[config.mk]
export PLATFORM = sky130hd
export DESIGN_NAME = mips_instr_encoder
export DESIGN_NICKNAME = d
export VERILOG_FILES = /design/src/rtl/mips_pkg.sv /design/src/rtl/mips_word_pack.sv /design/src/rtl/mips_instr_encoder.sv
export SDC_FILE = /design/constraint.sdc
export NUM_CORES = 1
export LEC_CHECK = 0
export CAP_MARGIN = 15
export CORE_ASPECT_RATIO = 1.2
export CORE_MARGIN = 5
export CORE_UTILIZATION = 44
export DETAILED_ROUTE_END_ITERATION = 6
export MAX_ROUTING_LAYER = met4
export PLACE_DENSITY = 0.95
export RECOVER_POWER = 25
export SLEW_MARGIN = 20
export SYNTH_ARGS = -nofsm -noshare
export SYNTH_HDL_FRONTEND = slang
export SYNTH_SLANG_ARGS = --single-unit
[constraint.sdc]
create_clock -name clk -period 3 [get_ports clk]
set_input_delay 0.45 -clock clk [delete_from_list [all_inputs] [get_ports clk]]
set_output_delay 0.45 -clock clk [all_outputs]
set_load 0.01 [all_outputs]
[src/rtl/mips_pkg.sv]
// Shared MIPS encoding constants: abstract op codes, primary opcodes and
// R-type function codes, plus the program-loader state type.
package mips_pkg;

  typedef enum logic [3:0] {
    OP_ADD  = 4'd0,
    OP_SUB  = 4'd1,
    OP_AND  = 4'd2,
    OP_OR   = 4'd3,
    OP_SLT  = 4'd4,
    OP_LW   = 4'd5,
    OP_SW   = 4'd6,
    OP_BEQ  = 4'd7,
    OP_ADDI = 4'd8,
    OP_J    = 4'd9
  } enc_op_t;

  localparam logic [5:0] OPC_RTYPE = 6'b000000;
  localparam logic [5:0] OPC_LW    = 6'b100011;
  localparam logic [5:0] OPC_SW    = 6'b101011;
  localparam logic [5:0] OPC_BEQ   = 6'b000100;
  localparam logic [5:0] OPC_ADDI  = 6'b001000;
  localparam logic [5:0] OPC_J     = 6'b000010;

  localparam logic [5:0] FUNCT_ADD = 6'b100000;
  localparam logic [5:0] FUNCT_SUB = 6'b100010;
  localparam logic [5:0] FUNCT_AND = 6'b100100;
  localparam logic [5:0] FUNCT_OR  = 6'b100101;
  localparam logic [5:0] FUNCT_SLT = 6'b101010;

  typedef enum logic [1:0] {
    ST_IDLE = 2'd0,
    ST_LOAD = 2'd1,
    ST_FULL = 2'd2
  } enc_state_t;

endpackage

[src/rtl/mips_word_pack.sv]
// Combinational packer: abstract op plus fields -> 32-bit MIPS word.
// Op codes outside the enum flag illegal and produce a zero word.
module mips_word_pack
  import mips_pkg::*;
(
  input  logic [3:0]  op,
  input  logic [4:0]  rs,
  input  logic [4:0]  rt,
  input  logic [4:0]  rd,
  input  logic [15:0] imm,
  input  logic [25:0] target,
  output logic [31:0] word,
  output logic        illegal
);

  // Fields not used by the selected format are simply not placed in the word.
  always_comb begin
    word    = '0;
    illegal = 1'b0;
    case (op)
      OP_ADD:  word = {OPC_RTYPE, rs, rt, rd, 5'b00000, FUNCT_ADD};
      OP_SUB:  word = {OPC_RTYPE, rs, rt, rd, 5'b00000, FUNCT_SUB};
      OP_AND:  word = {OPC_RTYPE, rs, rt, rd, 5'b00000, FUNCT_AND};
      OP_OR:   word = {OPC_RTYPE, rs, rt, rd, 5'b00000, FUNCT_OR};
      OP_SLT:  word = {OPC_RTYPE, rs, rt, rd, 5'b00000, FUNCT_SLT};
      OP_LW:   word = {OPC_LW, rs, rt, imm};
      OP_SW:   word = {OPC_SW, rs, rt, imm};
      OP_BEQ:  word = {OPC_BEQ, rs, rt, imm};
      OP_ADDI: word = {OPC_ADDI, rs, rt, imm};
      OP_J:    word = {OPC_J, target};
      default: illegal = 1'b1;
    endcase
  end

endmodule

[src/rtl/mips_instr_encoder.sv]
// Program loader: accepts abstract instructions, encodes them and writes them
// sequentially into instruction memory, one word per accepted instruction.
module mips_instr_encoder
  import mips_pkg::*;
#(
  parameter int ADDR_WIDTH = 5
) (
  input  logic                  clk,
  input  logic                  reset,
  input  logic                  start,
  input  logic                  stop,
  input  logic                  in_valid,
  output logic                  in_ready,
  input  logic [3:0]            in_op,
  input  logic [4:0]            in_rs,
  input  logic [4:0]            in_rt,
  input  logic [4:0]            in_rd,
  input  logic [15:0]           in_imm,
  input  logic [25:0]           in_target,
  output logic                  im_we,
  output logic [ADDR_WIDTH-1:0] im_addr,
  output logic [31:0]           im_wdata,
  output logic [ADDR_WIDTH:0]   count,
  output logic                  full,
  output logic                  illegal,
  output logic                  done
);

  localparam logic [ADDR_WIDTH:0] CAP_CNT  = (ADDR_WIDTH+1)'(2**ADDR_WIDTH);
  localparam logic [ADDR_WIDTH:0] LAST_CNT = (ADDR_WIDTH+1)'(2**ADDR_WIDTH - 1);
  localparam logic [ADDR_WIDTH:0] ONE_CNT  = (ADDR_WIDTH+1)'(1);

  enc_state_t  state;
  enc_state_t  next_state;
  logic        accept;
  logic        write_ok;
  logic        we_q;
  logic [31:0] pack_word;
  logic        pack_illegal;

  mips_word_pack u_pack (
    .op      (in_op),
    .rs      (in_rs),
    .rt      (in_rt),
    .rd      (in_rd),
    .imm     (in_imm),
    .target  (in_target),
    .word    (pack_word),
    .illegal (pack_illegal)
  );

  // A simultaneous start reopens the program, so nothing is accepted that cycle.
  assign in_ready = (state == ST_LOAD) && !start;
  assign accept   = in_valid && in_ready;
  assign write_ok = accept && !pack_illegal;
  assign im_we    = we_q && !start;
  assign full     = (count == CAP_CNT);

  always_ff @(posedge clk or posedge reset) begin
    if (reset) begin
      state <= ST_IDLE;
    end else begin
      state <= next_state;
    end
  end

  // The last legal write moves straight to FULL so the next word is never accepted.
  always_comb begin
    next_state = state;
    case (state)
      ST_IDLE: begin
        if (start) next_state = ST_LOAD;
      end
      ST_LOAD: begin
        if (start)                              next_state = ST_LOAD;
        else if (stop)                          next_state = ST_IDLE;
        else if (write_ok && count == LAST_CNT) next_state = ST_FULL;
      end
      ST_FULL: begin
        if (start)     next_state = ST_LOAD;
        else if (stop) next_state = ST_IDLE;
      end
      default: next_state = ST_IDLE;
    endcase
  end

  always_ff @(posedge clk or posedge reset) begin
    if (reset) begin
      we_q     <= 1'b0;
      im_addr  <= '0;
      im_wdata <= '0;
      count    <= '0;
      illegal  <= 1'b0;
      done     <= 1'b0;
    end else begin
      we_q    <= write_ok;
      illegal <= accept && pack_illegal;
      done    <= stop && !start;
      if (start) begin
        count <= '0;
      end else if (write_ok) begin
        im_addr  <= count[ADDR_WIDTH-1:0];
        im_wdata <= pack_word;
        count    <= count + ONE_CNT;
      end
    end
  end

endmodule

==> results list <==
- The first global-routing pass estimated 10.80 mm of wire.
* Number of max-cap violations: 1
- Clock tree synthesis selected as its root buffer the cell clkbuf_8.
* Crit path DAT: 2170 ps
- Biggest area contributors in the synthesized netlist: dfrtp_1 (48%), nor2_1 (7.3%), a221oi_1 (6.3%)
- Launching element type of the critical path: input port
- Traced cell by cell, the critical path runs through dlygate4sd3_1 -> clkbuf_1 -> nor3b_1 -> clkdlybuf4s50_1.
* LEAKAGE: 1.524 nW
- Unrepaired setup endpoints after global routing: no
* Final GP Congestion: 0.8386
- TritonCTS built the clock tree.
* Routed WL per cell: 15.75 um
- Total power of the final layout: 1.870 mW
* Number of antenna violations at the first check in global routing: 0
- Most instantiated flip-flop cell in the synthesis netlist: dfrtp_1
- Based on the critical path, the design can be clocked at up to 381.9 MHz.
- Counting the fill cells in the layout gives 431.
- The clock passes through at most 2 buffers.
- Overflow left after global routing: 0
- The repair_antennas step left the layout with diodes totalling 0.
- Time the final worst path needs with I/O delays and setup: 2619 ps
- Summed over all nets, the half-perimeter wirelength after detailed placement is 5.172 mm.
- Final setup fails: 0
* Setup TNS: 0 ps
- CP Class: in2out
- Post-route fraction of the period consumed by the critical path: 0.8729
- Setup skew after layout: 6.906 ps
* YS warnings: 0
* Area leader, netlist: dfrtp_1
- Seq/Total Area, Yosys: 0.4847
- The count of final hold-check violations came to 0.
- Flip-flop and latch area: 1151 um2
* Die area: 6972 um2
- Mapped Area: 2375 um2
* Vias in the first global route: 2359
* Path type of the worst min-delay path: reg2reg
* Io pins: 114
* CP max FO: 11
* Number of synthesized flops with an enable pin: 0
- DIE HEIGHT: 90.48 um
- Area growth syn-to-layout: 52.27%
* Vias/cell: 5.554
- Aggregate routed wire length: 6.536 mm
- In the final design database the tool counted 420 nets.
- Count of cells resized by post-cts repair: 0
- Number of antenna-violating nets in the routed design: 0
* Count of standard-cell rows: 29
- At the pin with the least slew margin, the transition time is 1681 ps.
* Status: finished, violations left
* Post-route DRC violation count: 0
* Count of port buffers added during placement: 112
- Initial standard-cell utilization of the core: 0.4514
- Placeable Area: 5261 um2
* Count of distinct cell types in the synthesized netlist: 49
- Buffers inserted to repair hold after CTS numbered 0.
- Data on the critical path is required at its endpoint by 2550 ps.
- The share of synthesized area in the top cell type comes to 0.4847.
- The worst register-to-register path has a depth of 5.
* Peak ir drop on the vdd network: 0.2880 mV
- The worst pin sits at a relative slew slack of -0.1220.
- Synthesis produced 246 cells.
* Overall via count from detail_route: 2305
- Power Dens Cells: 517.0 nW/um2
- Critical Path Sink Type: primary output
- Number of buffers inserted during clock tree synthesis: 5
- Along the worst hold path, the cell count comes to 2.
- The number of nets in the synthesized netlist is 314.
* Area of the multi-input gates: 1071 um2
- After clock tree synthesis, the setup repair step added 0 buffers.
* Clock slew at reported path FFs: 80 ps
- Averaged over all synthesized cells, the footprint is 9.654 um2.
- The final reports fail on capacitance limit, slew limit.
- Delay of the slowest critical-path stage: 600 ps
- For this run, asynchronously set or reset flops after synthesis account for 1.000.
- Maximum level of the CTS H-tree: 2
- The max-slew violation total from the final report is 47.
- The largest individual stage delay along the critical path comes from the cell clkdlybuf4s50_1.
- The clock reaches the later pin of the worst-skew pair after 290 ps.
* Maximum number of pins on one net before global-route repair: 47
- Fraction of layout instances using a drive strength above 1: 0.05666
* Num Clock Sinks: 46
- First-pass iteration count of the detailed router: 4
- Across every metal layer, demand over resource in global routing totals 0.1934.
* Die width: 77.07 um
* DRT iter0 DRCs: 96
- In this run, synthesis produced a sequential element count of 46.
==> sequential cells by signal, indices dropped and copies added (netlist names) <==
name	flops
im_addr	5
state	2
im_wdata	30
illegal	1
count	6
done	1
we_q	1
==> layer usage <==
metal	wire [um]	vias up	global-route usage
met2	3503	94	0.3456
met3	339	18	0.03194
met5	0	-	-
met1	2516	1107	0.2176
li1	-	1086	-
met4	178	0	0.06304
==> cell families (layout without fill, tap and decap cells) <==
group                      Yosys count  in the layout  synth area share
buffers and inverters               23            130           0.06427
DFF                                 46             46            0.4847
xor gates and xnor gates             4              4           0.01476
and+or+nand+nor                    109            109            0.2192
AOI/OAI and AO/OA                   58             58            0.1918
other                                1              1          0.001579
adders and majority gates            2              2           0.01054
muxes                                3              3           0.01317
==> worst paths after layout <==
check | startpoint | to | slack [ps]
min in group asynchronous | reset | im_wdata[19] | 1120
min | im_addr[2] | im_addr[2] | 480
max | start | in_ready | 380
max reg2reg | state[1] | state[0] | 1020
max in group asynchronous | reset | state[0] | 900
min reg2reg | im_addr[2] | im_addr[2] | 480
==> cell usage after synthesis, types with 3 or more instances <==
master	count
a222oi_1	5
o21ai_1	6
buf_2	7
nor2_1	46
a21oi_1	7
inv_1	3
buf_6	4
xor2_1	3
nor2b_1	4
nand2_1	33
buf_4	7
nand2b_1	5
a221oi_1	17
o21ai_0	6
a221o_1	3
dfrtp_1	46
==> where the power goes <==
part	internal [mW]	switching (mW)	total (mW)
Combinational	0.326	0.229	0.555
Sequential	0.717	0.0602	0.778
Clock	0.334	0.203	0.537
Total	1.38	0.493	1.87
==> per-stage QoR <==
step	area [um2]	cells	worst slack (ps)	hold WS, ps	util
finish	3616	415	381.4	476.0	0.6873
global route	3616	415	296.5	504.6	0.6873
CTS	3620	415	623.3	482.6	0.6880
detailed placement	3482	407	346.8	462.3	0.6618
global placement	3482	407	453.5	461.4	0.6618
floorplan	2375	246	1462	507.5	-
==> cells in the final DEF, fill, tap and decap left out, types with 2 or more instances in the layout <==
cell type and n:
clkdlybuf4s50_1 110, nor2_1 46, dfrtp_1 46, nand2_1 33, a221oi_1 17, a21oi_1 7
o21ai_0 6, o21ai_1 6, nand2b_1 5, a222oi_1 5, clkbuf_8 5, buf_4 5
nor2b_1 4, a221o_1 3, inv_1 3, xor2_1 3, nand3b_1 2, nor3b_1 2
a22o_1 2, nand3_1 2, and3_1 2, and2_1 2, nand4_1 2, mux2i_1 2
a31oi_1 2, a32oi_1 2, ha_1 2, bufinv_16 2, dlygate4sd3_1 2
==> layout make-up <==
type | count | area share
sequential | 46 | 0.3183
timing repair buffer | 118 | 0.3215
tap | 62 | 0.02145
clock buffer | 5 | 0.01903
clock inverter | 3 | 0.01903
multi-input combinational | 177 | 0.2962
inverter | 4 | 0.004498
==> worst max-delay path, delay by kind of cell <==
kind / cells / cell delay, ps
buf+inv: 3 / 1390
simple gates: 1 / 330
Note: power is estimated with default switching activity, not from simulation.
